[src/rtl/vending_session_ctrl_if.sv]
// Handshake/status bundle for the ticket vending session controller.
// The master side drives requests, coins and acks; the slave side is the controller.
interface vending_session_ctrl_if;
  logic       start;
  logic [2:0] origin;
  logic [2:0] destination;
  logic [3:0] tickets;
  logic       cancel;
  logic       coin_valid;
  logic [6:0] coin_value;
  logic       coin_ready;
  logic       coin_reject;
  logic [4:0] fare;
  logic [7:0] total_due;
  logic [8:0] paid;
  logic       tkt_valid;
  logic       tkt_ack;
  logic       chg_valid;
  logic [5:0] chg_value;
  logic       chg_ack;
  logic       busy;
  logic       error;
  logic [2:0] state;

  modport master (
    output start, origin, destination, tickets, cancel, coin_valid, coin_value, tkt_ack, chg_ack,
    input  coin_ready, coin_reject, fare, total_due, paid, tkt_valid, chg_valid, chg_value,
           busy, error, state
  );

  modport slave (
    input  start, origin, destination, tickets, cancel, coin_valid, coin_value, tkt_ack, chg_ack,
    output coin_ready, coin_reject, fare, total_due, paid, tkt_valid, chg_valid, chg_value,
           busy, error, state
  );
endinterface

[src/rtl/vending_session_ctrl.sv]
// Ticket vending session: quote a fare, collect coins, issue tickets, dispense change.
// Cancel or a payment timeout refunds everything paid so far as change.
module vending_session_ctrl #(
  parameter int TIMEOUT_CYC = 1000,
  parameter int MAX_TICKETS = 9
) (
  input logic             clk,
  input logic             reset,
  vending_session_ctrl_if.slave bus
);
  typedef enum logic [2:0] {
    S_IDLE = 3'd0, S_QUOTE = 3'd1, S_PAY = 3'd2, S_ISSUE = 3'd3, S_CHANGE = 3'd4, S_DONE = 3'd5
  } state_e;

  localparam int CW = $clog2(TIMEOUT_CYC + 1);
  localparam logic [CW-1:0] TO_LIM = CW'(TIMEOUT_CYC);

  state_e        st;
  logic [2:0]    org, dst;
  logic [3:0]    tkt, tkt_rem;
  logic [4:0]    fare;
  logic [7:0]    total_due;
  logic [8:0]    paid, chg_rem;
  logic [CW-1:0] idle_cnt;
  logic          coin_reject, tkt_valid, chg_valid, error;
  logic [5:0]    chg_value;

  // Greedy coin choice; every amount is a multiple of 5, so 5 is the floor.
  function automatic logic [5:0] pick(input logic [8:0] amt);
    if (amt >= 9'd50)      return 6'd50;
    else if (amt >= 9'd10) return 6'd10;
    else                   return 6'd5;
  endfunction

  logic [2:0] diff;
  logic [4:0] fare_calc;
  logic [7:0] due_calc;
  logic       in_ok, paid_full, timed_out, abort, coin_ready, accept, coin_ok;
  logic [8:0] chg_left, chg_nxt;

  assign diff       = (org > dst) ? (org - dst) : (dst - org);
  assign fare_calc  = ({2'b00, diff} + 5'd1) * 5'd5;
  assign due_calc   = {3'b000, fare_calc} * {4'b0000, tkt};
  assign in_ok      = (org >= 3'd1) && (org <= 3'd5) && (dst >= 3'd1) && (dst <= 3'd5) &&
                      (tkt != 4'd0) && (int'(tkt) <= MAX_TICKETS);
  assign paid_full  = paid >= {1'b0, total_due};
  assign timed_out  = idle_cnt >= TO_LIM;
  assign abort      = bus.cancel || timed_out;
  // Gating ready with abort keeps a coin offered alongside cancel from being taken.
  assign coin_ready = (st == S_PAY) && !paid_full && !abort;
  assign accept     = bus.coin_valid && coin_ready;
  assign coin_ok    = (bus.coin_value == 7'd5) || (bus.coin_value == 7'd10) ||
                      (bus.coin_value == 7'd50);
  assign chg_left   = paid - {1'b0, total_due};
  assign chg_nxt    = chg_rem - {3'b000, chg_value};

  always_ff @(posedge clk or negedge reset) begin
    if (!reset) begin
      st <= S_IDLE;
      org <= '0; dst <= '0; tkt <= '0; tkt_rem <= '0;
      fare <= '0; total_due <= '0; paid <= '0; chg_rem <= '0; idle_cnt <= '0;
      coin_reject <= 1'b0; tkt_valid <= 1'b0; chg_valid <= 1'b0; chg_value <= '0; error <= 1'b0;
    end else begin
      coin_reject <= 1'b0;
      case (st)
        S_IDLE: if (bus.start) begin
          org <= bus.origin; dst <= bus.destination; tkt <= bus.tickets;
          error <= 1'b0; paid <= '0;
          st <= S_QUOTE;
        end
        S_QUOTE: if (!in_ok) begin
          error <= 1'b1;
          st <= S_IDLE;
        end else begin
          fare <= fare_calc; total_due <= due_calc; idle_cnt <= '0;
          st <= S_PAY;
        end
        S_PAY: if (paid_full) begin
          tkt_rem <= tkt; tkt_valid <= 1'b1;
          st <= S_ISSUE;
        end else if (abort) begin
          error <= error | timed_out;
          chg_rem <= paid;
          chg_valid <= (paid != 9'd0);
          chg_value <= (paid != 9'd0) ? pick(paid) : 6'd0;
          st <= S_CHANGE;
        end else if (accept) begin
          idle_cnt <= '0;
          if (coin_ok) paid <= paid + {2'b00, bus.coin_value};
          else         coin_reject <= 1'b1;
        end else begin
          idle_cnt <= idle_cnt + 1'b1;
        end
        S_ISSUE: if (bus.tkt_ack) begin
          tkt_rem <= tkt_rem - 4'd1;
          if (tkt_rem == 4'd1) begin
            tkt_valid <= 1'b0;
            if (chg_left != 9'd0) begin
              chg_rem <= chg_left; chg_valid <= 1'b1; chg_value <= pick(chg_left);
              st <= S_CHANGE;
            end else begin
              st <= S_DONE;
            end
          end
        end
        S_CHANGE: if (!chg_valid) begin
          st <= S_DONE;
        end else if (bus.chg_ack) begin
          chg_rem <= chg_nxt;
          if (chg_nxt == 9'd0) begin
            chg_valid <= 1'b0; chg_value <= '0;
            st <= S_DONE;
          end else begin
            chg_value <= pick(chg_nxt);
          end
        end
        S_DONE:  st <= S_IDLE;
        default: st <= S_IDLE;
      endcase
    end
  end

  assign bus.coin_ready  = coin_ready;
  assign bus.coin_reject = coin_reject;
  assign bus.fare        = fare;
  assign bus.total_due   = total_due;
  assign bus.paid        = paid;
  assign bus.tkt_valid   = tkt_valid;
  assign bus.chg_valid   = chg_valid;
  assign bus.chg_value   = chg_value;
  assign bus.busy        = (st != S_IDLE);
  assign bus.error       = error;
  assign bus.state       = st;
endmodule

[src/flat_wrapper.sv]
// flat-port wrapper written by rule: the top's interface ports become plain ports
module vending_session_ctrl_flat 
#(
  parameter int TIMEOUT_CYC = 1000,
  parameter int MAX_TICKETS = 9
)
  (clk, reset, bus_start, bus_origin, bus_destination, bus_tickets, bus_cancel, bus_coin_valid, bus_coin_value, bus_tkt_ack, bus_chg_ack, bus_coin_ready, bus_coin_reject, bus_fare, bus_total_due, bus_paid, bus_tkt_valid, bus_chg_valid, bus_chg_value, bus_busy, bus_error, bus_state);
  vending_session_ctrl_if bus_i ();
  input logic clk;
  input logic reset;
  input wire logic [$bits(bus_i.start)-1:0] bus_start;
  input wire logic [$bits(bus_i.origin)-1:0] bus_origin;
  input wire logic [$bits(bus_i.destination)-1:0] bus_destination;
  input wire logic [$bits(bus_i.tickets)-1:0] bus_tickets;
  input wire logic [$bits(bus_i.cancel)-1:0] bus_cancel;
  input wire logic [$bits(bus_i.coin_valid)-1:0] bus_coin_valid;
  input wire logic [$bits(bus_i.coin_value)-1:0] bus_coin_value;
  input wire logic [$bits(bus_i.tkt_ack)-1:0] bus_tkt_ack;
  input wire logic [$bits(bus_i.chg_ack)-1:0] bus_chg_ack;
  output wire logic [$bits(bus_i.coin_ready)-1:0] bus_coin_ready;
  output wire logic [$bits(bus_i.coin_reject)-1:0] bus_coin_reject;
  output wire logic [$bits(bus_i.fare)-1:0] bus_fare;
  output wire logic [$bits(bus_i.total_due)-1:0] bus_total_due;
  output wire logic [$bits(bus_i.paid)-1:0] bus_paid;
  output wire logic [$bits(bus_i.tkt_valid)-1:0] bus_tkt_valid;
  output wire logic [$bits(bus_i.chg_valid)-1:0] bus_chg_valid;
  output wire logic [$bits(bus_i.chg_value)-1:0] bus_chg_value;
  output wire logic [$bits(bus_i.busy)-1:0] bus_busy;
  output wire logic [$bits(bus_i.error)-1:0] bus_error;
  output wire logic [$bits(bus_i.state)-1:0] bus_state;
  assign bus_i.start = bus_start;
  assign bus_i.origin = bus_origin;
  assign bus_i.destination = bus_destination;
  assign bus_i.tickets = bus_tickets;
  assign bus_i.cancel = bus_cancel;
  assign bus_i.coin_valid = bus_coin_valid;
  assign bus_i.coin_value = bus_coin_value;
  assign bus_i.tkt_ack = bus_tkt_ack;
  assign bus_i.chg_ack = bus_chg_ack;
  assign bus_coin_ready = bus_i.coin_ready;
  assign bus_coin_reject = bus_i.coin_reject;
  assign bus_fare = bus_i.fare;
  assign bus_total_due = bus_i.total_due;
  assign bus_paid = bus_i.paid;
  assign bus_tkt_valid = bus_i.tkt_valid;
  assign bus_chg_valid = bus_i.chg_valid;
  assign bus_chg_value = bus_i.chg_value;
  assign bus_busy = bus_i.busy;
  assign bus_error = bus_i.error;
  assign bus_state = bus_i.state;
  vending_session_ctrl #(.TIMEOUT_CYC(TIMEOUT_CYC), .MAX_TICKETS(MAX_TICKETS)) u_core (.clk(clk), .reset(reset), .bus(bus_i));
endmodule
[config.mk]
export PLATFORM = sky130hd
export DESIGN_NAME = vending_session_ctrl_flat
export DESIGN_NICKNAME = d
export VERILOG_FILES = /design/src/rtl/vending_session_ctrl_if.sv /design/src/rtl/vending_session_ctrl.sv /design/src/flat_wrapper.sv
export SDC_FILE = /design/constraint.sdc
export NUM_CORES = 1
export LEC_CHECK = 0
export ABC_AREA = 0
export CORE_UTILIZATION = 59
export DETAILED_ROUTE_END_ITERATION = 16
export DONT_BUFFER_PORTS = 1
export PLACE_DENSITY = 0.86
export SLEW_MARGIN = 20
export SYNTH_ARGS = -nofsm -noshare
export SYNTH_HDL_FRONTEND = slang
export SYNTH_SLANG_ARGS = --single-unit
[constraint.sdc]
create_clock -name clk -period 4.8 [get_ports clk]
set_clock_uncertainty 0.15 [all_clocks]
set_input_delay 1.44 -clock clk [delete_from_list [all_inputs] [get_ports clk]]
set_output_delay 1.44 -clock clk [all_outputs]
set_load 0.1 [all_outputs]
* After elaboration in Yosys (flattened, before gate mapping)
Index checks and enable logic that the tools add are counted.
Storage, ports and cells: flip-flop bits (word level) 68, output and inout bits 37
Operators by class: $add $sub $neg 8, $mul 2, order comparisons 14, eq/ne operators 25, mux-type cells 73, bitwise gates (word level) 1, reductions and logical operators 34
Operators with widths (number):
- $mux W9 | 12
- $mux W6 | 12
- $mux W10 | 4
- $ge A9 B4 Y1 const B | 3
- $ge A9 B6 Y1 const B | 3
- $mux W3 | 9
- $pmux W9 S3 | 1
- $mux W1 | 21
- $mux W4 | 5
- $pmux W10 S2 | 1
- $pmux W6 S3 | 1
- $pmux W9 S2 | 1
- $reduce_and A6 Y1 | 3
- $reduce_bool A9 Y1 | 2
- $ne A2 B1 Y1 const B | 8
- $pmux W3 S5 | 1
- $ne A2 B2 Y1 const B | 6
- $add A10 B1 Y10 const B | 1
- $ge A10 B10 Y1 const B | 1
- $add A9 B7 Y9 | 1
- $ge A9 B8 Y1 | 1
- $logic_not A9 Y1 | 1
- $reduce_bool A3 Y1 | 3
- $sub A9 B6 Y9 | 1
- other kinds (35) | 55

* Logic depth before layout (Yosys ltp)
Gate-level depths: netlist (run 1).
depth in word-level cells 9, gate-level depth with buffers 24

* Least setup slack after synthesis (run 1)
No wires, ideal clock.
path kind register -> output, from reg u_core.paid[6], in the netlist u_core.bus.paid[6], to out bus_coin_ready, arrival time 4245 ps, data required time 3210 ps, slack -1035 ps, cell stages (with the launch flop) 6, cell sequence dfrtp_1 ha_1 buf_6 a2111o_1 o21a_1 a2111oi_2
On the way: cells in the longest elaborated chain, start to end 4
Ends and longest elaborated chain:
- start: declaration | line vending_session_ctrl.sv:23 | logic [8:0] paid, chg_rem;
- start signal: assignment | line vending_session_ctrl.sv:89 | if (coin_ok) paid <= paid + {2'b00, bus.coin_value};
- $ge A9 B8 Y1 | line vending_session_ctrl.sv:46 | assign paid_full = paid >= {1'b0, total_due};
- $logic_not A1 Y1 | line vending_session_ctrl.sv:50 | assign coin_ready = (st == S_PAY) && !paid_full && !abort;
- $logic_and A1 B1 Y1 (2 in a row) | line vending_session_ctrl.sv:50
- end: declaration | line flat_wrapper.sv:20 | output wire logic [$bits(bus_i.coin_ready)-1:0] bus_coin_ready;
No other way between the ends.

* Final worst setup path (run 1)
from reg u_core.dst[2], to reg u_core.total_due[7], in the netlist u_core.bus.total_due[7]
RTL lines:
- start: declaration | line vending_session_ctrl.sv:19 | logic [2:0] org, dst;
- start signal: assignment | line vending_session_ctrl.sv:67 | org <= bus.origin; dst <= bus.destination; tkt <= bus.tickets;
- $sub A3 B3 Y3 / $gt A3 B3 Y1 (equally long branches) | line vending_session_ctrl.sv:41 | assign diff = (org > dst) ? (org - dst) : (dst - org);
- $mux W3 (*) | line vending_session_ctrl.sv:41
- $add A3 B1 Y4 (*) | line vending_session_ctrl.sv:42 | assign fare_calc = ({2'b00, diff} + 5'd1) * 5'd5;
- $mul A5 B3 Y5 (*) | line vending_session_ctrl.sv:42
- via u_core.fare_calc[2] | line vending_session_ctrl.sv:36 | logic [4:0] fare_calc;
- $mul A5 B4 Y8 (*) | line vending_session_ctrl.sv:43 | assign due_calc = {3'b000, fare_calc} * {4'b0000, tkt};
- end signal: assignment | line vending_session_ctrl.sv:61 | fare <= '0; total_due <= '0; paid <= '0; chg_rem <= '0; idle_cnt <= '0;
- end signal: assignment | line vending_session_ctrl.sv:75 | fare <= fare_calc; total_due <= due_calc; idle_cnt <= '0;
- end: declaration | line vending_session_ctrl.sv:22 | logic [7:0] total_due;
Mark *: on every way through the listed nets, which the timed path passes. The rest lies on a longest branch. A chain may end at the register's enable or synchronous reset.

==> results.txt, run 1 <==
CP Class = reg -> reg
vias = 5112
Iteration-0 DRC Markers = 399
Wirelength per Cell = 19.75 microns
Cells after Synth = 631
Area Overhead vs Synth = 13.62%
number of synthesized flops with an enable pin = 0
layout cells sized above 1 = 18.14%
Port Buffers = 0
final setup margin = -0.2844 ns
Netlist cell types = 72
Starting Density = 61.67%
io pins = 61
commonest cells in the netlist = nand2_1, dfrtp_1, o21ai_0
number of fill cells in the layout = 640
delay-heaviest family, CP = adder cells
failing checks = DRC, setup timing
first-pass GRT wire length = 23.36 mm
Die Ht = 98.17 microns
Worst Hold Class = reg -> reg
CTS sink cnt = 66
critical path's slowest cell = fa_1
Worst-path clk slew = 0.08 ns
Final Max Tran Viols = 0
crit-path cells = inv_1 -> ha_4 -> o21a_1 -> o21ai_2 -> mux2i_2 -> ha_2 -> xnor2_4 -> xor2_2 -> ha_4 -> nand2_4 -> fa_1 -> inv_2 -> fa_1 -> ha_1 -> a21o_1 -> a21oi_4 -> o21bai_2 -> a21oi_2 -> xnor2_1 -> xnor2_1 -> o21ai_1
Synth Net Count = 710
initial antenna violation count = 0
DIE WIDTH = 98.17 microns
max_slew headroom = 27.71%
setup tns final = -0.4363 ns
Mapped Area = 5456 sq um
synth warn = 0
syn avg cell area = 8.647 sq um
Total GRT Usage = 30.67%
Least-Margin Pin Slew = 1.076 ns
DRC viols = 4
final setup vio count = 2
largest net degree at the start of global routing = 67
CTS Buffer Depth = 2
CTS tree = built
cell accounting for the most synthesized area = dfrtp_1
Clock Root Buffer = clkbuf_8
DP HPWL = 10.49 mm
CP Capture Type = register
WP data required = 4.86 ns
RSZ-0062 raised after global routing = yes
Hold Path Stages = 1
Seq/Total Area, Yosys = 30.27%
Post-synth ARST share = 100.0%
Most used DFF post-synth = dfrtp_1
Startpoint Class = register
DRT Pass-1 Iters = 12
WP depth = 21
TritonCTS Buffers = 9
Yosys top cell area share = 30.27%
RePlAce Congestion = 0.9529
Seq cells post-synth = 66
maxcap violations = 0
Antenna Nets Post-Route = 0
fin crit share = 105.9%
Worst-Skew Late Latency = 0.36 ns
Die Footprint = 9636 sq um
total grt overflow = 0
CTS H-tree depth = 3
reg2reg path depth = 21
f_max = 196.7 MHz
vias in the first global route = 4955
CTS Hold Bufs = 0
final net count = 741
Arr. time, crit path = 5.15 ns
ant diodes = 0
cell with the most instances after synthesis = nand2_1
num rows = 34
top post-synthesis cells by area = dfrtp_1, ha_1, nand2_1, o21ai_0, fa_1
Fin. Hold Viols = 0
Via density = 6.596
crit path time final = 5.084 ns
Buf/Inv on CP = 2
Worst Path Max Fanout = 5
slowest stage delay, CP = 0.55 ns
status = finished, violations left
Post-Route WL = 15.31 mm
Core ar. = 8848 sq um
final cells by class:
type / count / area [sq um] / share of cell area [%]
inverter: 53 / 198.9 / 3.209
clock buffer: 14 / 162.7 / 2.624
tap: 108 / 135.1 / 2.180
multi-input combinational: 487 / 3671 / 59.21
clock inverter: 2 / 37.54 / 0.6054
sequential: 66 / 1657 / 26.72
timing repair buffer: 45 / 337.8 / 5.449
timing repair:
item / 4_1_cts / 5_1_grt
endpoints found under the setup margin: 2 / 3
buffers inserted: 6 / 4
resized for setup: 11 / 17
pin swaps: 17 / 18
layout by cell type, fill, tap and decap left out, types with 7 or more instances in the layout:
cell type / count
nand2_1: 72
dfrtp_1: 62
o21ai_0: 51
inv_1: 49
buf_4: 45
nor2_1: 38
ha_1: 35
a21oi_1: 31
nand3_1: 18
xnor2_1: 16
mux2_2: 15
nor3_1: 14
o31ai_1: 12
clkbuf_8: 11
and2_1: 10
fa_1: 10
xor2_1: 9
a21o_1: 8
nand2b_1: 7
a211oi_1: 7
ha_4: 7
path summary, 6_finish.rpt:
kind                                   start  slack (ns)                       to
setup / recovery               u_core.dst[2]       -0.28  u_core.bus.total_due[7]
hold / removal             u_core.chg_rem[3]        0.35        u_core.chg_rem[3]
setup reg to reg               u_core.dst[2]       -0.28  u_core.bus.total_due[7]
hold reg to reg            u_core.chg_rem[3]        0.35        u_core.chg_rem[3]
max in group asynchronous              reset        3.77       u_core.bus.paid[4]
min in group asynchronous              reset        0.62       u_core.bus.fare[3]
per-stage QoR:
step | hold WS [ns] | instance area, sq um | cells | utilization (%) | setup slack (ns)
2_1_floorplan | 0.3111 | 5510 | 631 | - | 0.01482
3_3_place_gp | 0.3273 | 5779 | 749 | 65.31 | 0.04237
3_5_place_dp | 0.3329 | 5779 | 749 | 65.31 | -0.2130
4_1_cts | 0.3483 | 6088 | 771 | 68.81 | -0.04773
5_1_grt | 0.3495 | 6200 | 775 | 70.07 | -0.3932
6_report | 0.3489 | 6200 | 775 | 70.07 | -0.2844
logic make-up (layout without fill, tap and decap cells):
logic type | Yosys count | after routing | share of synthesized area [%]
AO/OA/AOI/OAI | 175 | 175 | 21.19
XOR/XNOR | 28 | 28 | 4.746
adder cells (fa/ha/maj) | 55 | 55 | 14.13
buffers and inverters | 78 | 114 | 6.054
flip-flops | 66 | 66 | 30.27
multiplexers | 24 | 24 | 5.114
AND/OR/NAND/NOR | 205 | 205 | 18.51
per-layer routing:
layer | share of wire [%] | track usage, % | wire length (microns) | up-vias
met2 | 50 | 53.74 | 7590 | 261
li1 | - | - | - | 2316
met4 | 5.5 | 17.91 | 844 | 0
met3 | 7.1 | 7.946 | 1089 | 76
met5 | 0 | 0 | 0 | -
met1 | 38 | 33.56 | 5782 | 2459
flip-flops by register name, summed over array words and instances, names as in the netlist, 4 cells and up:
signal,cells
u_core.bus.total_due,8
u_core.bus.paid,9
u_core.idle_cnt,10
u_core.bus.chg_value,4
u_core.chg_rem,9
u_core.tkt_rem,4
u_core.tkt,4
u_core.bus.fare,5
Power of run 1 is not shown: default switching activity piles up to over one toggle a cycle in this logic, so the estimate is an artifact.
==> run 2, diff against run 1 <==
--- a/config.mk
+++ b/config.mk
@@ -10,6 +10,7 @@
 export DETAILED_ROUTE_END_ITERATION = 16
 export DONT_BUFFER_PORTS = 1
 export PLACE_DENSITY = 0.86
+export RECOVER_POWER = 25
 export SLEW_MARGIN = 20
 export SYNTH_ARGS = -nofsm -noshare
 export SYNTH_HDL_FRONTEND = slang
==> results of run 2 <==
Same layout as run 1: the final DEF is identical, and so are final timing and power.
Power of run 2 is left out for the same reason.
